File: config.mk
export PLATFORM = sky130hd
export DESIGN_NAME = configs_loader
export DESIGN_NICKNAME = d
export VERILOG_FILES = /design/src/rtl/configs_loader.sv
export SDC_FILE = /design/constraint.sdc
export NUM_CORES = 1
export LEC_CHECK = 0
export CAP_MARGIN = 30
export CORE_ASPECT_RATIO = 1.1
export CORE_MARGIN = 4
export CORE_UTILIZATION = 35
export DETAILED_ROUTE_END_ITERATION = 7
export GPL_ROUTABILITY_DRIVEN = 0
export PLACE_DENSITY = 0.75
export SYNTH_ARGS = -nofsm -noshare
export SYNTH_HDL_FRONTEND = slang
export SYNTH_SLANG_ARGS = --single-unit
File: constraint.sdc
create_clock -name clk -period 4 [get_ports clk]
set_clock_uncertainty 0.05 [all_clocks]
set_input_delay 0.6 -clock clk [delete_from_list [all_inputs] [get_ports clk]]
set_output_delay 0.6 -clock clk [all_outputs]
set_load 0.03 [all_outputs]
File: src/rtl/configs_loader.sv
// configs_loader: replays a valid/ready stream of config words as one-hot latch writes with setup/hold cycles.
// Optional macro CFG_LOADER_CHECKSUM_EN adds a trailing XOR checksum word and io_error reporting.
`default_nettype none

module configs_loader #(
    parameter int DATA_WIDTH = 32,
    parameter int NUM_WORDS  = 27,
    parameter int IDX_WIDTH  = 5
) (
    input  logic                  clk,
    input  logic                  reset,
    input  logic                  io_start,
    input  logic                  io_in_valid,
    output logic                  io_in_ready,
    input  logic [DATA_WIDTH-1:0] io_in_data,
    output logic [DATA_WIDTH-1:0] io_d_out,
    output logic [NUM_WORDS-1:0]  io_configs_en,
    output logic                  io_busy,
    output logic                  io_done,
    output logic                  io_error
);

    typedef enum logic [2:0] {
        IDLE   = 3'd0,
        ACCEPT = 3'd1,
        SETUP  = 3'd2,
        STROBE = 3'd3,
        HOLD   = 3'd4,
`ifdef CFG_LOADER_CHECKSUM_EN
        CHECK  = 3'd6,
`endif
        DONE   = 3'd5
    } state_t;

    localparam logic [IDX_WIDTH-1:0] LAST_IDX = IDX_WIDTH'(NUM_WORDS - 1);
    localparam logic [NUM_WORDS-1:0] EN_ONE   = NUM_WORDS'(1);

    state_t                  state;
    state_t                  state_next;
    logic [IDX_WIDTH-1:0]    idx;
    logic [DATA_WIDTH-1:0]   data_reg;
    logic [NUM_WORDS-1:0]    en_reg;
    logic                    start_fire;
    logic                    accept_fire;
    logic                    last_word;

    assign start_fire  = io_start && ((state == IDLE) || (state == DONE));
    assign accept_fire = (state == ACCEPT) && io_in_valid;
    assign last_word   = (idx == LAST_IDX);

    always_ff @(posedge clk or posedge reset) begin
        if (reset) begin
            state <= IDLE;
        end else begin
            state <= state_next;
        end
    end

    always_comb begin
        state_next  = state;
        io_in_ready = 1'b0;
        io_busy     = 1'b1;
        io_done     = 1'b0;
        case (state)
            IDLE: begin
                io_busy = 1'b0;
                if (io_start) state_next = ACCEPT;
            end
            ACCEPT: begin
                io_in_ready = 1'b1;
                if (io_in_valid) state_next = SETUP;
            end
            SETUP:  state_next = STROBE;
            STROBE: state_next = HOLD;
            HOLD: begin
                if (last_word) begin
`ifdef CFG_LOADER_CHECKSUM_EN
                    state_next = CHECK;
`else
                    state_next = DONE;
`endif
                end else begin
                    state_next = ACCEPT;
                end
            end
`ifdef CFG_LOADER_CHECKSUM_EN
            CHECK: begin
                io_in_ready = 1'b1;
                if (io_in_valid) state_next = DONE;
            end
`endif
            DONE: begin
                io_busy = 1'b0;
                io_done = 1'b1;
                if (io_start) state_next = ACCEPT;
            end
            default: state_next = IDLE;
        endcase
    end

    // The strobe is registered from SETUP so io_configs_en is glitch-free and
    // only ever high for the single STROBE cycle.
    always_ff @(posedge clk or posedge reset) begin
        if (reset) begin
            idx      <= '0;
            data_reg <= '0;
            en_reg   <= '0;
        end else begin
            en_reg <= (state == SETUP) ? (EN_ONE << idx) : '0;
            if (start_fire) begin
                idx <= '0;
            end else if ((state == HOLD) && !last_word) begin
                idx <= idx + 1'b1;
            end
            if (accept_fire) begin
                data_reg <= io_in_data;
            end
        end
    end

    assign io_d_out      = data_reg;
    assign io_configs_en = en_reg;

`ifdef CFG_LOADER_CHECKSUM_EN
    logic [DATA_WIDTH-1:0] xor_reg;
    logic                  error_reg;

    always_ff @(posedge clk or posedge reset) begin
        if (reset) begin
            xor_reg   <= '0;
            error_reg <= 1'b0;
        end else if (start_fire) begin
            xor_reg   <= '0;
            error_reg <= 1'b0;
        end else if (accept_fire) begin
            xor_reg <= xor_reg ^ io_in_data;
        end else if ((state == CHECK) && io_in_valid) begin
            error_reg <= (io_in_data != xor_reg);
        end
    end

    assign io_error = error_reg;
`else
    assign io_error = 1'b0;
`endif

endmodule

`default_nettype wire
; Word level (Yosys, flattened, before mapping)
; Cells that the tools add are included.
[classes]
magnitude_cmp = 0
n_addsub = 1
eq_ne = 8
multipliers = 0
n_reduce_logical = 9
shifts = 1
n_bitwise = 0
mux = 10
n_div = 0
[ops]
columns = operator, n
row1 = $mux 27, 1
row2 = $shl 1x5->27 const A, 1
row3 = $pmux 3 s5, 1
row4 = $mux 5, 2
row5 = $mux 3, 3
row6 = $eq 3x2->1 const B, 2
row7 = $eq 3x3->1 const B, 2
row8 = $add 5x1->5 const B, 1
row9 = $eq 5x5->1 const B, 1
row10 = $eq 3x1->1 const B, 1
row11 = $logic_and 1x1->1, 3
row12 = $logic_not 3->1, 1
row13 = $mux 1, 3
row14 = $ne 2x1->1 const B, 1
row15 = $ne 2x2->1 const B, 1
row16 = $reduce_and 2->1, 1
row17 = $reduce_bool 2->1, 1
row18 = $reduce_or 2->1, 1
row19 = $logic_not 1->1, 1
row20 = $logic_or 1x1->1, 1
[totals]
mem_bits_rw = 0
mem_bits_ro = 0
memories = 0
inputBits = 36
latch_bits = 0
elab_cells = 33
reg_bits = 67
output_inout_bits = 63

; Longest topological paths before layout
[depth]
word_depth = 5
depth_mapped = 6
ltp_nobuf = 5

; Worst setup path after synthesis
; Ideal clock, no wire load.
[synth_path]
path_kind = register to register
from = register state[2]
to = register data_reg[0], in the netlist io_d_out[0]
stages_incl_launch_ff = 7
setup_slack_ns = 2.206
setup_time_ns = 0.125
synth_period_minus_slack_ns = 1.794
n_path_buf = 3
arrival_ns = 1.619
required_ns = 3.825
path_cell_list = dfrtp_1 -> buf_6 -> nor3b_4 -> and2_4 -> buf_12 -> buf_12 -> mux2_4
[synth_between]
elab_chain_cells = 2
[synth_lines]
columns = element, line_no
row1 = "start, declared", 38  ; state_t state;
row2 = "start signal, assigned", 55  ; state <= state_next;
row3 = $eq 3x1->1, 48  ; assign accept_fire = (state == ACCEPT) && io_in_valid;
row4 = $logic_and 1x1->1, 48
row5 = "end signal, assigned", 116  ; data_reg <= io_in_data;
row6 = "end, declared", 41  ; logic [DATA_WIDTH-1:0] data_reg;
; Every way passes these cells.
; A chain may end at the register's enable or synchronous reset.

; Worst setup path in the final report
[layout_path]
from = register state[2]
to = output io_busy
[layout_between]
elab_chain_cells = 3
word_cells_on_any_way = 4
classes_between = 1 x eq/ne / 1 x mux / 2 x reduce/logical
[layout_lines]
columns = element, line_no
row1 = $eq 3x3->1 / $logic_not 3->1 (equally long branches), 64  ; case (state)
row2 = $reduce_or 2->1 (no source line) (*), n/a
row3 = $mux 1 (*), 64
row4 = "end, declared", 18  ; output logic io_busy,
; Every way passes the cells marked *; elsewhere a longest branch is shown, timed or not.

==> reports/metrics.yaml <==
drt:
  antenna_left: 0
  via_per_inst: 4.370
  routed_wl_mm: 5.973
  routedWlPerCell_um: 14.82
  num_vias: 1761
  drt_iter0_drc: 52
  drt_first_pass_iters: 4
  drc_errors: 0
synthesis:
  synth_top_area_cell: "dfrtp_1"
  synthXorXnorAreaFrac_pct: 0.3177
  synth_area_um2: 2756
  synthArstFlopShare_pct: 100.0
  syn-instance-count: 193
  yosys_most_used_dff: "dfrtp_1"
  ys_warn_count: 0
  yosysUniqueCellTypes: 29
  synth_compound_area_share_pct: 2.088
  synthTopCellsByArea: "dfrtp_1 (61%), mux2_4 (16%), nor2_1 (3.8%), buf_12 (2.9%), ha_1 (2.7%)"
  synth.yosys.seq_area_share_pct: 60.83
  yosysTopAreaCellShare_pct: 60.83
  synth_fp_nets: 235
  synth_mux_area_share_pct: 19.02
  synth_area_per_cell_um2: 14.28
  synth_seq_cells: 67
  synth_simple_gate_area_share_pct: 9.759
  synth_enable_flop_cells: 0
  synth_top_family_by_area: "multiplexers"
  synth-adder-area-share_pct: 2.724
floorplan:
  die_area_um2: 9361
  floorplan.initialDensity_pct: 36.48
  num_io_pins: 99
  rows: 33
  die_w_um: 92.62
  core_area_um2: 7556
  die_h_um: 101.1
timing:
  min_period_over_period_pct: 67.18
  drv_slew: 0
  hold_slack_ps: 461.2
  hold_violations: 0
  worstMarginPinSlew_ps: 824.1
  fin_ws_ps: 1313
  rsz0062_at_grt: "false"
  finalSetupViolCount: 0
  fmax_mhz: 372.1
  totalNegativeSetupSlack_ps: 0
  period_needed_ps: 2687
  relSlewSlack_pct: 44.98
placement:
  place_area_um2: 3755
  dp_slack_ps: 1690
  numPortBuffers: 97
  dp.final_hpwl_mm: 4.310
global_route:
  grt_pass1_wl_mm: 9.515
  grt_max_degree: 43
  grt-ovfl-total: 0
  grt_pass1_vias: 1885
  antenna_found_initial: 0
  grt_usage_pct: 13.38
clock_tree:
  clk_latency_ps: 330
  root_buffer: "clkbuf_8"
  cts_buffer_depth: 2
  postCtsSetupBuffers: 0
  clkTransAtPathRegs_ps: 70
  numCtsBuffers: 9
  cts_tree: "yes"
  post_cts_resized: 0
  cts.hold.buffers_added: 0
  ctsHtreeMaxLevel: 3
  cts_sinks: 67
hold_path:
  min_path_type: "reg2reg"
power_and_ir_drop:
  p_leak_nw: 1.753
  p_per_area_nw_per_um2: 748.2
  ir_drop_mv: 0.4136
final_layout:
  drive_above_1_share_pct: 18.12
  num_antenna_cells: 0
  stdcell_area_um2: 3949
  area_growth_pct: 43.26
  nNetsFinal: 335
setup_path:
  crit_path_top_delay_cell: "clkdlybuf4s50_1"
  cp_max_fo: 10
  max_stage_delay_ps: 660
  crit_type: "reg2out"
  crit_arrival_ps: 2040
  start_kind: "flip-flop"
  cp-end-kind: "output port"
  path_cells: "xor2_1 -> or2_2 -> clkdlybuf4s50_1"
  worstPathRequired_ps: 3350
flow_run:
  cap_violations: 0
run_status:
  status: "finished clean"
==> cells in the final DEF, fill, tap and decap left out, drive strengths merged, types with 4 or more instances in the layout <==
cell            n
ha              6
clkinv          5
clkdlybuf4s50  97
inv             8
mux2           33
nand2           9
clkbuf         10
dfrtp          67
mux2i           4
nor2           28
o21ai           7
==> area by class of cell <==
class	count	area, um2
repair buffers	98	978.4
clock inverters	6	66.31
well taps	105	131.4
flip-flops and latches	67	1677
inverters	8	30.03
multi-input cells	109	938.4
clock buffers	10	127.6
fillers	672	3607
==> kinds of logic (layout without fill, tap and decap cells) <==
family,Yosys count,count (layout)
compound gates,11,11
xor+xnor,1,1
fa+ha+maj,6,6
buf+inv,17,122
flops,67,67
mux,37,37
other cells,1,1
simple gates,53,53
==> report_power, final <==
part / leakage (nW) / switching (mW) / internal [mW]
sequential: 0.861 / 0.145 / 0.873
combinational: 0.791 / 0.694 / 0.697
clock: 0.100 / 0.256 / 0.289
==> worst max-delay path: cells and delay by family, from the launching register on <==
| kind | cells | cell delay [ps] |
|---|---|---|
| xor gates and xnor gates | 1 | 350 |
| buffers and inverters | 1 | 660 |
| DFF | 1 | 530 |
| and+or+nand+nor | 1 | 170 |
==> flip-flops by register name, summed over array words and instances (netlist names) <==
register       flops
io_d_out          32
io_configs_en     27
idx                5
state              3
==> synth_stat cells (all sizes together), types with 2 or more instances <==
library cell / instances
nand4: 3
nand2: 9
nor3b: 2
mux2: 33
mux2i: 4
dfrtp: 67
buf: 7
nor2: 28
ha: 6
nand4b: 2
nand2b: 3
o21ai: 7
clkbuf: 2
o22ai: 2
a21oi: 2
inv: 8
==> path summary, 6_finish.rpt <==
check                             start           endpoint  slack (ps)  cells after the start
min                        io_d_out[16]       io_d_out[16]         460                      1
min in group asynchronous         reset  io_configs_en[21]         700                      2
min reg2reg                io_d_out[16]       io_d_out[16]         460                      1
max in group asynchronous         reset        io_d_out[6]        2340                      3
max                            state[2]            io_busy        1310                      3
max reg2reg                    state[0]       io_d_out[12]        2080                      3
==> stage by stage <==
step                      util, %  total power [mW]  cells
after detailed placement    49.69             2.431    387
after CTS                   52.26             2.997    403
final                       52.26             2.954    403
after global placement      49.69             2.409    387
after global routing        52.26             3.115    403
after floorplan                 -             1.980    193
==> per-layer routing <==
layer  global-route usage, %  vias up  routed length [um]
met2                   21.32       54                2990
met3                   4.108        5                 353
met5                       0        -                   0
li1                        -      839                   -
met1                   16.76      863                2570
met4                   6.088        0                  59
No activity file was read; power rests on OpenSTA's default activity.
